$ cat src/rtl/rst_seq.sv
// ---------------------------------------------------------------------------
// rst_seq: sequenced multi-domain reset release with PLL-lock qualification
// Revision: 1.0
// ---------------------------------------------------------------------------
`default_nettype none

module rst_seq #(
  parameter int N_DOM   = 3,
  parameter int DLY_CYC = 16
) (
  input  logic             i_clk,
  input  logic             i_arst,
  input  logic             i_pll_lock,
  input  logic             i_sw_rst,
  output logic [N_DOM-1:0] o_srst,
  output logic             o_ready,
  output logic [1:0]       o_state
);

  localparam int CNT_W = (DLY_CYC > 1) ? $clog2(DLY_CYC) : 1;
  localparam int IDX_W = (N_DOM > 1) ? $clog2(N_DOM) : 1;
  localparam logic [CNT_W-1:0] CNT_LAST = CNT_W'(DLY_CYC - 1);
  localparam logic [IDX_W-1:0] IDX_LAST = IDX_W'(N_DOM - 1);

  typedef enum logic [1:0] {
    ST_WAIT_LOCK = 2'd0,
    ST_REL       = 2'd1,
    ST_RUN       = 2'd2,
    ST_ASSERT    = 2'd3
  } state_t;

  state_t             state_q, state_d;
  logic [CNT_W-1:0]   cnt_q, cnt_d;
  logic [IDX_W-1:0]   idx_q, idx_d;
  logic [N_DOM-1:0]   srst_q, srst_d;
  logic               ready_q, ready_d;
  logic               lock_meta_q, lock_s_q;
  logic               go_assert;

  always_ff @(posedge i_clk or posedge i_arst) begin
    if (i_arst) begin
      lock_meta_q <= 1'b0;
      lock_s_q    <= 1'b0;
      state_q     <= ST_WAIT_LOCK;
      cnt_q       <= '0;
      idx_q       <= '0;
      srst_q      <= '1;
      ready_q     <= 1'b0;
    end else begin
      lock_meta_q <= i_pll_lock;
      lock_s_q    <= lock_meta_q;
      state_q     <= state_d;
      cnt_q       <= cnt_d;
      idx_q       <= idx_d;
      srst_q      <= srst_d;
      ready_q     <= ready_d;
    end
  end

  always_comb begin
    state_d   = state_q;
    cnt_d     = cnt_q;
    idx_d     = idx_q;
    srst_d    = srst_q;
    ready_d   = ready_q;
    go_assert = 1'b0;

    case (state_q)
      ST_WAIT_LOCK: begin
        // Lock loss here only restarts qualification; it is not a fault.
        if (i_sw_rst) begin
          go_assert = 1'b1;
        end else if (!lock_s_q) begin
          cnt_d = '0;
        end else if (cnt_q == CNT_LAST) begin
          state_d = ST_REL;
          cnt_d   = '0;
          idx_d   = '0;
        end else begin
          cnt_d = cnt_q + CNT_W'(1);
        end
      end
      ST_REL: begin
        if (i_sw_rst || !lock_s_q) begin
          go_assert = 1'b1;
        end else if (cnt_q == CNT_LAST) begin
          for (int i = 0; i < N_DOM; i++) begin
            if (idx_q == IDX_W'(i)) srst_d[i] = 1'b0;
          end
          cnt_d = '0;
          if (idx_q == IDX_LAST) begin
            state_d = ST_RUN;
            ready_d = 1'b1;
          end else begin
            idx_d = idx_q + IDX_W'(1);
          end
        end else begin
          cnt_d = cnt_q + CNT_W'(1);
        end
      end
      ST_RUN: begin
        if (i_sw_rst || !lock_s_q) go_assert = 1'b1;
      end
      ST_ASSERT: begin
        // Hold interval runs to completion regardless of lock or soft reset.
        srst_d  = '1;
        ready_d = 1'b0;
        if (cnt_q == CNT_LAST) begin
          state_d = ST_WAIT_LOCK;
          cnt_d   = '0;
        end else begin
          cnt_d = cnt_q + CNT_W'(1);
        end
      end
      default: go_assert = 1'b1;
    endcase

    if (go_assert) begin
      state_d = ST_ASSERT;
      srst_d  = '1;
      ready_d = 1'b0;
      cnt_d   = '0;
      idx_d   = '0;
    end
  end

  assign o_srst  = srst_q;
  assign o_ready = ready_q;
  assign o_state = state_q;

endmodule

`default_nettype wire

$ cat config.mk
export PLATFORM = sky130hd
export DESIGN_NAME = rst_seq
export DESIGN_NICKNAME = d
export VERILOG_FILES = /design/src/rtl/rst_seq.sv
export SDC_FILE = /design/constraint.sdc
export NUM_CORES = 1
export LEC_CHECK = 0
export BUFFER_PORTS_ARGS = -buffer_cell sky130_fd_sc_hd__buf_4
export CAP_MARGIN = 20
export CORE_MARGIN = 3
export CORE_UTILIZATION = 25
export DETAILED_ROUTE_END_ITERATION = 6
export PLACE_DENSITY_LB_ADDON = 0.1
export SLEW_MARGIN = 20
export SYNTH_ARGS = -nofsm -noshare
export SYNTH_HDL_FRONTEND = slang
export SYNTH_SLANG_ARGS = --single-unit
$ cat constraint.sdc
create_clock -name i_clk -period 5.4 [get_ports i_clk]
set_input_delay 0.54 -clock i_clk [delete_from_list [all_inputs] [get_ports i_clk]]
set_output_delay 0.54 -clock i_clk [all_outputs]
set_load 0.02 [all_outputs]
==> impl_results.md, run 1 <==
- Crit path max-delay family: compound AO/OA/AOI/OAI gates
- Cell variety after synth: 32
- Met3 routed WL: 31 µm
- Sequential fraction of the synthesis area: 39.80%
- R2r setup slk: roughly 3300 ps
- Worst Skew: 7.990 ps
- Number of setup buffers added after CTS: 0
- Layout Nets: 119
- Synth Net Count: approximately 110
- Die width: around 66 µm
- Via density: 4.686
- CP Buf/Inv Count: 1
- Worst endpoint data arrival time: 2300 ps
- Peak supply drop: 0.2321 mV
- Gr usage total: 10.00%
- Cells after synthesis: 96
- Crit Path Class: reg2reg
- Leading area contributor after synthesis: dfrtp_1
- Hold-fix buffers, CTS: 0
- Multi-input combinational cell area: 498.0 µm²
- Clk sinks: 14
- Clock Power Share: 13.9%
- CTS tree: yes
- Met2 WL post-DR: 920 µm
- Slew Limit Fails: 0
- Crit end category: flop
- Max incr delay on CP: 480 ps
- Flop pwr share: between 20% and 30%
- Leak: 0.4415 nW
- Total grt overflow: 0
- Placed Cells: about 150
- Required time of the critical path: ~5600 ps
- Maximum capacitance violations: 0
- Mapped cell area: 889.6 µm²
- Num CTS Buffers: 3
- Layout cells sized above 1: 19.63%
- Largest net degree at the start of global routing: 15
- Setup TNS: 0 ps
- I/O pins: 10
- Vias in the first global route: 716
- Fmax: 0.4721 GHz
- Post-DR wirelength/cell: 12.03 µm
- Status: complete, no violations
- Dpl ws: 3290 ps
- I/O Buffers: 9
- Share of the synthesized area in the top cell type: 30.94%
- Vias: around 720
- Setup WS post-layout: 3282 ps
- Slowest cell on the critical path: dfrtp_1
- Async SR Flop Fraction: 100.0%
- Crit start category: flop
- Antenna Cells: 0
- ANT nets after route: 0
- Register area: 354.1 µm²
- Largest buffer count on any clock path: 2
- Full die area: 4310 µm²
- 1st-iter DRT viols: 27
- Sw power: 0.2735 mW
- Initial core utilization: about a quarter
- Routed WL: 1.840 mm
- Initial antenna violation count: 0
- Core Box Area: approximately 3400 µm²
- Reg-to-reg critical path endpoint: cnt_q[2]
- Htree depth: 1
- Tot Pwr: 0.5744 mW
- Clk_lat worst skew: 290 ps
- Worst-path clk slew: 100 ps
- Drt drc: 0
- RSZ-0062 raised after global routing: no
- Internal Power: 0.3009 mW
- Dpl hpwl: between 1 and 1.5 mm
- PwrDens: 552.4 nW/µm²
- Final min period: 2118 ps
- Design Area, Final: 1040 µm²
- Die Y-Extent: 65.65 µm
- CTS root buffer: clkbuf_4
- Post-CTS sizing: 0
- DP Area: 1003 µm²
- Area growth from synthesis to layout: 16.88%
- Net Sw Frac: a little under half
- Final Cycle Share: 39.23%
- Worst slew pin tran: around 560 ps
- Yosys Warn Count: 0
- Finished Layout Cells: 153
- Critical path fanouts, max: 7
- Highest Signal Layer: met4
- Combinational group share of total power: 59.0%
- Area contributors post-synth: dfrtp_1 (31%), ha_1 (9.8%), dfstp_2 (8.9%)
- Slew headroom: a little over three fifths
- Syn_area_per_cell: 9.267 µm²
- DRT Pass-1 Iters: 4
- Final GP Congestion: 0.6976
- Fin. Hold Viols: 0
- Layout fillers: approximately 370
- Yosys reg bits: 14
- Endpoints failing setup: 0
- RR Startpoint: o_state[0]
- First-pass GRT wire length: 3.263 mm
- # rows: 21
- Met1 WL: between 800 and 900 µm
- Synth Flop Type: dfrtp_1
- R2R cell count: 7
- Worst hold path type: in2async
- Worst path cell trace: inv_1 > ha_1 > o21ai_2 > nand3b_2 > o31ai_4 > nor2_1 > a22o_1
- Post-synth EDFFs: 0
-- flip-flops by register name, indices dropped and copies added (netlist names) --
signal,cells
cnt_q,4
o_srst,3
idx_q,2
o_state,2
lock_meta_q,1
lock_s_q,1
o_ready,1
-- cells by family (layout without fill, tap and decap cells) --
logic type,Yosys count,after routing,share of synthesized area [%]
compound gates,33,33,27.99
fa+ha+maj,7,7,9.845
buf+inv,9,20,4.220
flops,14,14,39.80
simple gates,33,33,18.14
-- worst max path at each step --
stage,startpoint,endpoint,slack [ps],cells after the start
6_report,o_state[0],cnt_q[2],3280,7
5_1_grt,o_state[0],cnt_q[0],3120,7
4_1_cts,o_state[0],cnt_q[3],3270,7
3_5_place_dp,o_state[0],cnt_q[3],3290,7
3_3_place_gp,o_state[0],cnt_q[3],3320,7
2_1_floorplan,o_state[0],cnt_q[2],3430,7
-- cell type report --
class	instances	share of cell area, %
tap	46	5.535
inverter	7	2.527
multi-input combinational	73	47.89
clock buffer	4	3.490
sequential	14	34.06
timing repair buffer	9	6.498
-- through the flow --
stage                     utilization, %  hold WS, ps
final                              30.68        293.7
after global routing               30.68        331.9
after CTS                          30.68        315.1
after detailed placement           29.60        337.8
after global placement             29.60        334.3
after floorplan                        -        331.2
-- placed cells by master (no fill, tap or decap), types with 2 or more instances in the layout --
master | synthesis | final
o21bai_1 | 2 | 2
dfstp_2 | 3 | 3
a31oi_1 | 4 | 4
dfrtp_1 | 11 | 11
nor2b_1 | 4 | 4
nand3_1 | 2 | 2
a22o_1 | 3 | 3
clkbuf_4 | 0 | 3
a21o_1 | 2 | 2
o22a_1 | 2 | 2
a21oi_1 | 4 | 4
nand2b_1 | 3 | 3
o21ai_0 | 2 | 2
nand2_1 | 11 | 11
ha_1 | 7 | 7
inv_1 | 7 | 7
buf_4 | 1 | 9
nor2_1 | 8 | 8
o21ai_1 | 6 | 6
-- Yosys cell counts (3+ instances only) --
cell type,number
dfrtp_1,11
nand2_1,11
nor2_1,8
ha_1,7
inv_1,7
o21ai_1,6
a21oi_1,4
a31oi_1,4
nor2b_1,4
a22o_1,3
dfstp_2,3
nand2b_1,3
-- power by group through the flow --
stage	clock network (mW)	registers (mW)	logic, mW
2_1_floorplan	0	0.161	0.268
3_3_place_gp	0	0.158	0.341
3_5_place_dp	0	0.158	0.339
4_1_cts	0.0822	0.156	0.342
5_1_grt	0.0872	0.159	0.391
6_report	0.0801	0.155	0.339
-- metal layers --
layer / vias up / global-route usage (%)
met2: 5 / 16.27
met1: 342 / 12.24
li1: 366 / -
met5: - / 0
met3: 4 / 2.051
met4: 0 / 5.440
Note: power is estimated with default switching activity, not from simulation.
==> run 2, diff against run 1 <==
- clock period: 5.4 -> 2.1 ns (I/O delays scaled with it)
==> impl_results.md, run 2 (same netlist as run 1, synthesis figures left out) <==
- RSZ-0062 raised after global routing: no
- ANT nets after route: 0
- Most frequent cells in the layout: buf_4 (12), nand2_1 (11), dfrtp_1 (10)
- Crit start category: flop
- Worst hold path type: in2reg
- Maximum capacitance violations: 0
- Design Area, Final: 1071 µm²
- Post-DR wirelength/cell: 11.72 µm
- Status: complete, no violations
- Fin util: 31.60%
- Initial core utilization: 26.25%
- Crit Path Class: reg2reg
- Max FFs per register: 4
- CTS tree: yes
- Gr usage total: 9.788%
- Worst Skew: 2.997 ps
- Die Y-Extent: between 60 and 70 µm
- 1st-iter DRT viols: 44
- Largest net degree at the start of global routing: 15
- Layout cells sized above 1: 21.62%
- Drt drc: 0
- Largest buffer count on any clock path: 2
- Worst endpoint data arrival time: roughly 2100 ps
- # rows: 21
- Dpl ws: 70.77 ps
- DP Area: 1018 µm²
- Antenna Cells: 0
- Final GP Congestion: 0.7435
- Worst slew pin tran: between 500 and 600 ps
- Final min period: 1969 ps
- Clk sinks: 14
- Layout Nets: about 120
- Worst-path clk slew: approximately 80 ps
- Clk_lat worst skew: 270 ps
- Dpl hpwl: 1.444 mm
- Tot Pwr: around 1.5 mW
- Required time of the critical path: between 2000 and 2500 ps
- Vias: 723
- Final Cycle Share: 93.76%
- Leak: 0.4549 nW
- Core Box Area: 3390 µm²
- Vias in the first global route: ~690
- Fin. Hold Viols: 0
- Routed WL: 1.840 mm
- Setup WS post-layout: ~130 ps
- Layout fillers: 368
- I/O Buffers: 9
- Setup TNS: 0 ps
- Initial antenna violation count: 0
- Finished Layout Cells: 157
- Most flop-heavy register: cnt_q
- Fmax: slightly above 0.5 GHz
- First-pass GRT wire length: 3.222 mm
- Worst hold margin: 34.85 ps
- Htree depth: 1
- Placed Cells: 151
- Slew headroom: about two thirds
- Slew Limit Fails: 0
- Crit end category: flop
- Total grt overflow: 0
- PwrDens: 1411 nW/µm²
- DRT Pass-1 Iters: 4
- Num CTS Buffers: 3
- Most common cell after layout, fill and taps aside: buf_4
- Via density: 4.605
- Full die area: 4310 µm²
- Peak supply drop: 0.4591 mV
- Die width: 65.65 µm
- Critical path fanouts, max: 5
- Endpoints failing setup: 0
- CTS root buffer: clkbuf_4
- Area growth from synthesis to layout: 20.39%
- I/O pins: 10
==> run 2: power by group <==
part,internal [mW],total (mW),leakage (nW),switching [mW]
Sequential,0.333,0.400,0.173,0.0666
Combinational,0.393,0.955,0.267,0.561
Clock,0.0736,0.156,0.0150,0.0827
==> run 2: cell type report <==
| type | count | area [µm²] | share of cell area [%] |
|---|---|---|---|
| Multi-Input combinational cell | 73 | 505.5 | 47.20 |
| Inverter | 7 | 26.28 | 2.453 |
| Sequential cell | 14 | 355.3 | 33.18 |
| Timing Repair Buffer | 13 | 100.1 | 9.346 |
| Tap cell | 46 | 57.56 | 5.374 |
| Clock buffer | 4 | 26.28 | 2.453 |
==> run 2: per-layer routing <==
| layer | vias to the layer above | share of wire (%) | track usage, % |
|---|---|---|---|
| met2 | 12 | 48 | 16.15 |
| met3 | 2 | 3.8 | 3.590 |
| met4 | 0 | 0.76 | 2.332 |
| met5 | - | 0 | 0 |
| met1 | 338 | 47 | 12.04 |
| li1 | 371 | - | - |
==> run 2: worst paths after layout <==
check / from / to / slack, ps / depth (start not counted)
max in group asynchronous: i_arst / o_state[0] / 1200 / 3
worst min-delay path: i_pll_lock / lock_meta_q / 30 / 1
worst max-delay path: o_state[1] / cnt_q[2] / 130 / 7
worst min register to register: lock_meta_q / lock_s_q / 360 / 0
min in group asynchronous: i_arst / lock_meta_q / 520 / 3
worst max register to register: o_state[1] / cnt_q[2] / 130 / 7
==> run 2: critical path, cell delays in order (launching register included) <==
cell and delay, ps:
dfrtp_1 410, inv_1 80, ha_1 350, o21ai_4 220, nand3b_2 160, o31ai_4 300, nor2_1 120, a22o_1 210
==> run 2: timing repair <==
action | in CTS | in global routing
resized for setup | 0 | 2
setup buffers | 0 | 1
endpoints found under the setup margin | 0 | 4
hold buffers | 1 | 0
endpoints found under the hold margin | 11 | 0
